`src/rtl/cpu_ctrl_fsm.sv`:
```
// Multi-cycle control unit for the 16-bit-instruction CPU: sequences fetch/decode/execute/writeback,
// owns PC, instruction register and stored ALU flags, and counts retired instructions.
module cpu_ctrl_fsm #(
  parameter int PC_W    = 8,
  parameter int INSTR_W = 16,
  parameter int FLAG_W  = 2,
  parameter int CNT_W   = 16
) (
  input  logic               clk,
  input  logic               rst_n,
  output logic [PC_W-1:0]    imem_addr,
  output logic               imem_req,
  input  logic [INSTR_W-1:0] imem_rdata,
  input  logic               imem_valid,
  output logic [INSTR_W-1:0] ir_q,
  input  logic [FLAG_W-1:0]  alu_flags,
  output logic [FLAG_W-1:0]  flags_q,
  output logic               buf_en,
  output logic               rf_we,
  output logic               mem_sel,
  output logic               dmem_we,
  output logic               dmem_re,
  input  logic               dmem_ready,
  output logic               halted,
  output logic [CNT_W-1:0]   retired_cnt
);

  typedef enum logic [2:0] {
    S_FETCH, S_DECODE, S_EXEC, S_MEMWR, S_MEMRD, S_WB, S_HALT
  } state_t;

  typedef struct packed {
    logic imem_req;
    logic buf_en;
    logic rf_we;
    logic mem_sel;
    logic dmem_we;
    logic dmem_re;
    logic halted;
  } outs_t;

  localparam logic [PC_W-1:0]  PC_ONE  = 1;
  localparam logic [CNT_W-1:0] CNT_ONE = 1;

  state_t          state;
  outs_t           outs;
  logic [PC_W-1:0] pc_q;

  // Output pattern registered together with the state it belongs to.
  function automatic outs_t outs_for(input state_t s, input logic from_load);
    outs_t o;
    o = '0;
    case (s)
      S_FETCH: o.imem_req = 1'b1;
      S_EXEC:  o.buf_en   = 1'b1;
      S_MEMWR: o.dmem_we  = 1'b1;
      S_MEMRD: begin
        o.dmem_re = 1'b1;
        o.mem_sel = 1'b1;
      end
      S_WB: begin
        o.buf_en  = 1'b1;
        o.rf_we   = 1'b1;
        o.mem_sel = from_load;
      end
      S_HALT:  o.halted   = 1'b1;
      default: o = '0;
    endcase
    return o;
  endfunction

  logic [3:0]      opcode;
  logic [3:0]      op2;
  logic [PC_W+7:0] target_wide;
  logic [PC_W-1:0] target;
  logic            taken;
  state_t          dec_next;

  assign opcode      = ir_q[15:12];
  assign op2         = ir_q[3:0];
  assign target_wide = {{PC_W{1'b0}}, ir_q[11:4]};
  assign target      = target_wide[PC_W-1:0];

  always_comb begin
    taken    = 1'b0;
    dec_next = S_FETCH;
    if (ir_q == '0) begin
      dec_next = S_HALT;
    end else if (opcode[3] || (opcode >= 4'd1 && opcode <= 4'd5)) begin
      dec_next = S_EXEC;
    end else if (opcode == 4'd6) begin
      dec_next = S_MEMWR;
    end else if (opcode == 4'd7) begin
      dec_next = S_MEMRD;
    end else begin
      case (op2)
        4'b1000: taken = 1'b1;
        4'b0100: taken = flags_q[0];
        4'b0101: taken = ~flags_q[0];
        4'b0110: taken = flags_q[1];
        4'b0111: taken = ~flags_q[1];
        default: taken = 1'b0;
      endcase
    end
  end

  always_ff @(posedge clk or negedge rst_n) begin
    if (!rst_n) begin
      state       <= S_FETCH;
      outs        <= outs_for(S_FETCH, 1'b0);
      pc_q        <= '0;
      ir_q        <= '0;
      flags_q     <= '0;
      retired_cnt <= '0;
    end else begin
      case (state)
        S_FETCH: begin
          if (imem_valid) begin
            ir_q  <= imem_rdata;
            state <= S_DECODE;
            outs  <= outs_for(S_DECODE, 1'b0);
          end
        end
        S_DECODE: begin
          // Branches and NOPs retire here without touching the datapath.
          if (dec_next == S_FETCH) begin
            pc_q        <= taken ? target : pc_q + PC_ONE;
            retired_cnt <= retired_cnt + CNT_ONE;
          end
          state <= dec_next;
          outs  <= outs_for(dec_next, 1'b0);
        end
        S_EXEC: begin
          state <= S_WB;
          outs  <= outs_for(S_WB, 1'b0);
        end
        S_MEMWR: begin
          if (dmem_ready) begin
            pc_q        <= pc_q + PC_ONE;
            retired_cnt <= retired_cnt + CNT_ONE;
            state       <= S_FETCH;
            outs        <= outs_for(S_FETCH, 1'b0);
          end
        end
        S_MEMRD: begin
          if (dmem_ready) begin
            state <= S_WB;
            outs  <= outs_for(S_WB, 1'b1);
          end
        end
        S_WB: begin
          // mem_sel still marks a load here; loads leave the stored flags alone.
          if (!outs.mem_sel) flags_q <= alu_flags;
          pc_q        <= pc_q + PC_ONE;
          retired_cnt <= retired_cnt + CNT_ONE;
          state       <= S_FETCH;
          outs        <= outs_for(S_FETCH, 1'b0);
        end
        default: begin
          state <= S_HALT;
          outs  <= outs_for(S_HALT, 1'b0);
        end
      endcase
    end
  end

  assign imem_addr = pc_q;
  assign imem_req  = outs.imem_req;
  assign buf_en    = outs.buf_en;
  assign rf_we     = outs.rf_we;
  assign mem_sel   = outs.mem_sel;
  assign dmem_we   = outs.dmem_we;
  assign dmem_re   = outs.dmem_re;
  assign halted    = outs.halted;

endmodule

```
`config.mk`:
```
export PLATFORM = sky130hd
export DESIGN_NAME = cpu_ctrl_fsm
export DESIGN_NICKNAME = d
export VERILOG_FILES = /design/src/rtl/cpu_ctrl_fsm.sv
export SDC_FILE = /design/constraint.sdc
export NUM_CORES = 1
export LEC_CHECK = 0
export BUFFER_PORTS_ARGS = -buffer_cell sky130_fd_sc_hd__buf_4
export CORE_ASPECT_RATIO = 0.5
export CORE_MARGIN = 10
export CORE_UTILIZATION = 50
export DETAILED_ROUTE_END_ITERATION = 10
export PLACE_DENSITY = 0.77
export SYNTH_ARGS = -nofsm -noshare
export SYNTH_HDL_FRONTEND = slang
export SYNTH_SLANG_ARGS = --single-unit
export TNS_END_PERCENT = 5
```
`constraint.sdc`:
```
create_clock -name clk -period 5.5 [get_ports clk]
set_input_delay 1.1 -clock clk [delete_from_list [all_inputs] [get_ports clk]]
set_output_delay 1.1 -clock clk [all_outputs]
set_load 0.01 [all_outputs]
```
### Word level (Yosys, flattened, before mapping)

Cells that the tools add are included.
Widths: inputs -> output; s select.

* bits in registers: 52
* bits of input ports: 22
* output and inout bits: 49
* word-level logic and storage cells: 81

* add/sub/neg operators: 2
* magnitude comparators: 2
* equality and inequality tests: 21
* mux-type cells: 30
* bitwise gates (word level): 3
* reduce and logical (&&, ||, !) cells: 11

Operators by type and width (count)
* $pmux 16 s3: 1
* $pmux 7 s6: 1
* $mux 16: 2
* $eq 4x3->1 const B: 6
* $mux 8: 3
* $pmux 8 s3: 1
* $mux 3: 7
* $mux 7: 3
* $pmux 3 s6: 1
* $add 16x1->16 const B: 1
* $logic_not 16->1: 1
* $eq 3x3->1 const B: 5
* $eq 3x2->1 const B: 4
* $mux 1: 10
* $add 8x1->8 const B: 1
* $ne 2x2->1 const B: 4
* $logic_not 3->1: 2
* $reduce_and 3->1: 2
* $pmux 1 s5: 1
* $eq 4x4->1 const B: 1
* $ge 4x1->1 const B: 1
* $le 4x3->1 const B: 1
* $reduce_and 2->1: 2
* $eq 3x1->1 const B: 1
* other kinds (5): 7

### Depth between registers and ports, before layout

* word-level depth: 9
* mapped depth: 7
* mapped depth without buffers: 6

### Worst setup path after synthesis

Ideal clock, no wire load.

* path type: input to register
* start: in imem_valid
* end: reg ir_q[0]
* setup time: 0.125 ns
* arrival time: 2.213 ns
* data required time: 5.375 ns
* slack: 3.162 ns
* stages on the path: 4
* buffers on the path: 2
* cell sequence: and3_1 clkbuf_1 clkbuf_1 mux2_2

* longest elaborated chain between the ends: 1

RTL lines
* from (decl): line 14 `input logic imem_valid,`
* $reduce_and 2->1 (no line)
* to (signal assigned): line 119 `ir_q <= imem_rdata;`
* to (decl): line 15 `output logic [INSTR_W-1:0] ir_q,`

No other way between the ends.
A chain may end at the register's enable or synchronous reset.

### Final worst setup path

* start: reg ir_q[13]
* end: reg retired_cnt[7]

* longest elaborated chain between the ends: 8
* elaborated cells between the ends (all ways): 14
* classes of those cells: 2 x order compare; 3 x eq/ne; 4 x mux; 5 x reduce/logical

RTL lines
* $ge 4x1->1, or another cell as far along: line 89 `end else if (opcode[3] || (opcode >= 4'd1 && opcode <= 4'd5)) begin`
* $logic_and 1x1->1 or $mux 3 (tied branches): line 89, 93
* $logic_or 1x1->1 or $mux 3 (tied branches): line 89, 91
* $mux 3: line 89
* $mux 3 (*): line 87 `if (ir_q == '0) begin`
* $logic_not 3->1 (*): line 126 `if (dec_next == S_FETCH) begin`
* $ne 2x2->1 (no line) (*)
* $reduce_and 3->1 (no line) (*)
* to (signal assigned): line 128 `retired_cnt <= retired_cnt + CNT_ONE;`
* to (signal assigned): line 140 `retired_cnt <= retired_cnt + CNT_ONE;`
* to (signal assigned): line 155 `retired_cnt <= retired_cnt + CNT_ONE;`
* to (decl): line 25 `output logic [CNT_W-1:0] retired_cnt`

Mark *: on every way between the ends. The rest lies on a longest branch, timed or not.

==> metrics.yaml <==
seq_area_frac_synth_pct: 50.51
grt_pass1_wl_mm: 10.42
initial_core_util_pct: 52.05
post-dp-hpwl_mm: 4.538
rsz0062_at_grt: "false"
clock_skew_ns: 0.007070
critPathLaunchType: "flip-flop"
cts_resized: 0
timing.slew.headroom_pct: 47.03
switching_power_uw: 689.6
drv_cap: 0
path_cells: "or4_4, a221o_1, or2_1, nor3_2, xor2_1"
total_power_mw: 1.741
holdWs_ns: 0.4705
insertedDiodeCount: 0
ctsHoldBuffers: 0
status: "finished clean"
grt_overflow_total: 0
synth_area_sq_um: 2579
hp-class: "reg -> reg"
synth-edff-count: 0
internal_power_mw: 1.051
die_y_um: 70.78
cpMaxStageDelayCell: "or4_4"
clkTransAtPathRegs_ns: 0.09
track_usage_pct: 14.57
vias_per_cell: 5.483
crit_type: "reg -> reg"
cts_tree: "yes"
power_frac_comb_pct: 43.4
place_congestion: 0.9592
coreArea_sq_um: 4955
io_pins: 71
slowest_delay_ns: 0.58
cts_made_buffers: 5
slew_viol_final: 0
post_cts_buffers: 0
wl_per_cell_um: 16.00
insertion_delay_ns: 0.30
power.share.switching_pct: 39.62
postSynth.asyncResetShare_pct: 100.0
layout-drive-gt1-share_pct: 33.33
synth_area_leader_cell: "dfrtp_1"
port_buffers: 70
synth.distinct_cells: 50
cts.htree.levels: 2
routed_wl_mm: 6.065
die_area_sq_um: 8604
synth_top_flop_cell: "dfrtp_1"
hold_viol: 0
syn_to_final_growth_pct: 26.06
crit_required_ns: 5.73
p_per_area_nw_per_um2: 535.5
max_freq_mhz: 430.4
seqPwrFrac_pct: 41.9
synth_cells: 240
synth_top_area_share_pct: 49.49
crit_family: "simple AND/OR/NAND/NOR gates"
clockBufferDepth: 2
row_count: 18
fin_util_pct: 65.61
layout.nets: 332
fp.dieW_um: 121.6
ant_nets: 0
ir_worst_vdd_uv: 302.2
antenna_found_initial: 0
ys_seq_elements: 52
ys_warn_count: 0
path_max_fanout: 15
path_buf_inv: 0
setup-tns-final_ns: 0
grt_max_degree: 53
critPathArrivalTime_ns: 2.56
setup_violations: 0
vias: 2078
syn_nets: 264
root_buffer: "clkbuf_8"
first_iter_violations: 90
synth_area_leaders: "dfrtp_1, mux2_2, xnor2_1"
p_leak_nw: 1.519
drc_errors: 0
cp-end-kind: "flip-flop"
clockPowerShare_pct: 14.7
clock-sinks: 52
grt_pass1_vias: 2165
drtPass1Iterations: 4
tightest_slew_ns: 0.7945
fin_crit_ns: 2.323
fin_crit_sh_pct: 42.24
avgSynthCellArea_sq_um: 10.74
==> power groups by stage <==
stage               Clock, mW  Sequential (mW)  Combinational, mW
floorplan                   0            0.733              0.439
detailed placement          0            0.736              0.767
finish                  0.256            0.730              0.755
global placement            0            0.730              0.748
global route            0.282            0.764              0.836
CTS                     0.263            0.729              0.769
==> cells in the mapped netlist, types with 2 or more instances <==
cell and instances:
a2bb2oi_1 4, nand2_1 24, mux2i_1 7, nor3_1 5, and4_1 4, o21ai_0 9, nand4_1 11, buf_2 3
and3_1 5, dfrtp_1 51, nand3_1 9, nor2_1 14, a22o_1 3, a21oi_1 6, mux2_2 16, nor4_1 3
xnor2_1 14, ha_1 2, xor2_1 4, nand2b_1 2, inv_1 8, clkbuf_1 6, a21oi_2 3
==> metrics by stage <==
stage	cell area, sq um	setup WS (ns)	cells
2_1_floorplan	2579	3.162	240
3_3_place_gp	3143	2.960	371
3_5_place_dp	3143	2.915	371
4_1_cts	3251	3.167	379
5_1_grt	3251	3.058	379
6_report	3251	3.177	379
==> registers in the layout, summed over array words and instances (netlist names) <==
signal       count
ir_q            16
retired_cnt     16
imem_addr        8
state            3
flags_q          2
buf_en           1
dmem_re          1
dmem_we          1
halted           1
imem_req         1
mem_sel          1
rf_we            1
==> cells in the final DEF, fill, tap and decap left out, types with 2 or more instances in the layout <==
cell type | Yosys | final
buf_4 | 0 | 72
dfrtp_1 | 51 | 51
nand2_1 | 24 | 24
mux2_2 | 16 | 16
xnor2_1 | 14 | 14
nor2_1 | 14 | 14
nand4_1 | 11 | 11
o21ai_0 | 9 | 9
nand3_1 | 9 | 9
inv_1 | 8 | 8
mux2i_1 | 7 | 7
a21oi_1 | 6 | 6
nor3_1 | 5 | 5
and3_1 | 5 | 5
clkbuf_8 | 0 | 5
xor2_1 | 4 | 4
and4_1 | 4 | 4
a2bb2oi_1 | 4 | 4
nor4_1 | 3 | 3
a21oi_2 | 3 | 3
a22o_1 | 3 | 3
nand2b_1 | 2 | 2
ha_1 | 2 | 2
==> final timing paths <==
check / end / slack [ns] / cells after the start / from
setup / recovery: retired_cnt[7] / 3.18 / 5 / ir_q[13]
hold / removal: retired_cnt[15] / 0.47 / 1 / retired_cnt[15]
setup reg to reg: retired_cnt[7] / 3.18 / 5 / ir_q[13]
hold reg to reg: retired_cnt[15] / 0.47 / 1 / retired_cnt[15]
max in group asynchronous: retired_cnt[2] / 4.24 / 1 / rst_n
min in group asynchronous: ir_q[12] / 0.82 / 1 / rst_n
==> cell families after synthesis <==
logic type	after synthesis	share of synthesized area, %
compound gates	39	11.21
fa+ha+maj	2	0.9702
flops	52	50.51
xor+xnor	18	6.113
simple gates	87	17.86
mux	23	9.704
buf+inv	19	3.639
==> per-layer routing <==
metal  GRT usage (%)  share of wire, %  vias up
met2           24.66                50       56
li1                -                 -     1002
met5               0                 0        -
met1           17.52                42     1009
met3           4.196               5.6       11
met4           4.731               1.8        0
==> layout make-up <==
cell class / instances / area, sq um
tap: 70 / 87.58
inverter: 8 / 30.03
timing repair buffer: 72 / 540.5
sequential: 52 / 1303
multi-input combinational: 169 / 1182
clock inverter: 2 / 35.03
fill: 423 / 1704
clock buffer: 6 / 72.57
(Power assumes the default switching activity.)
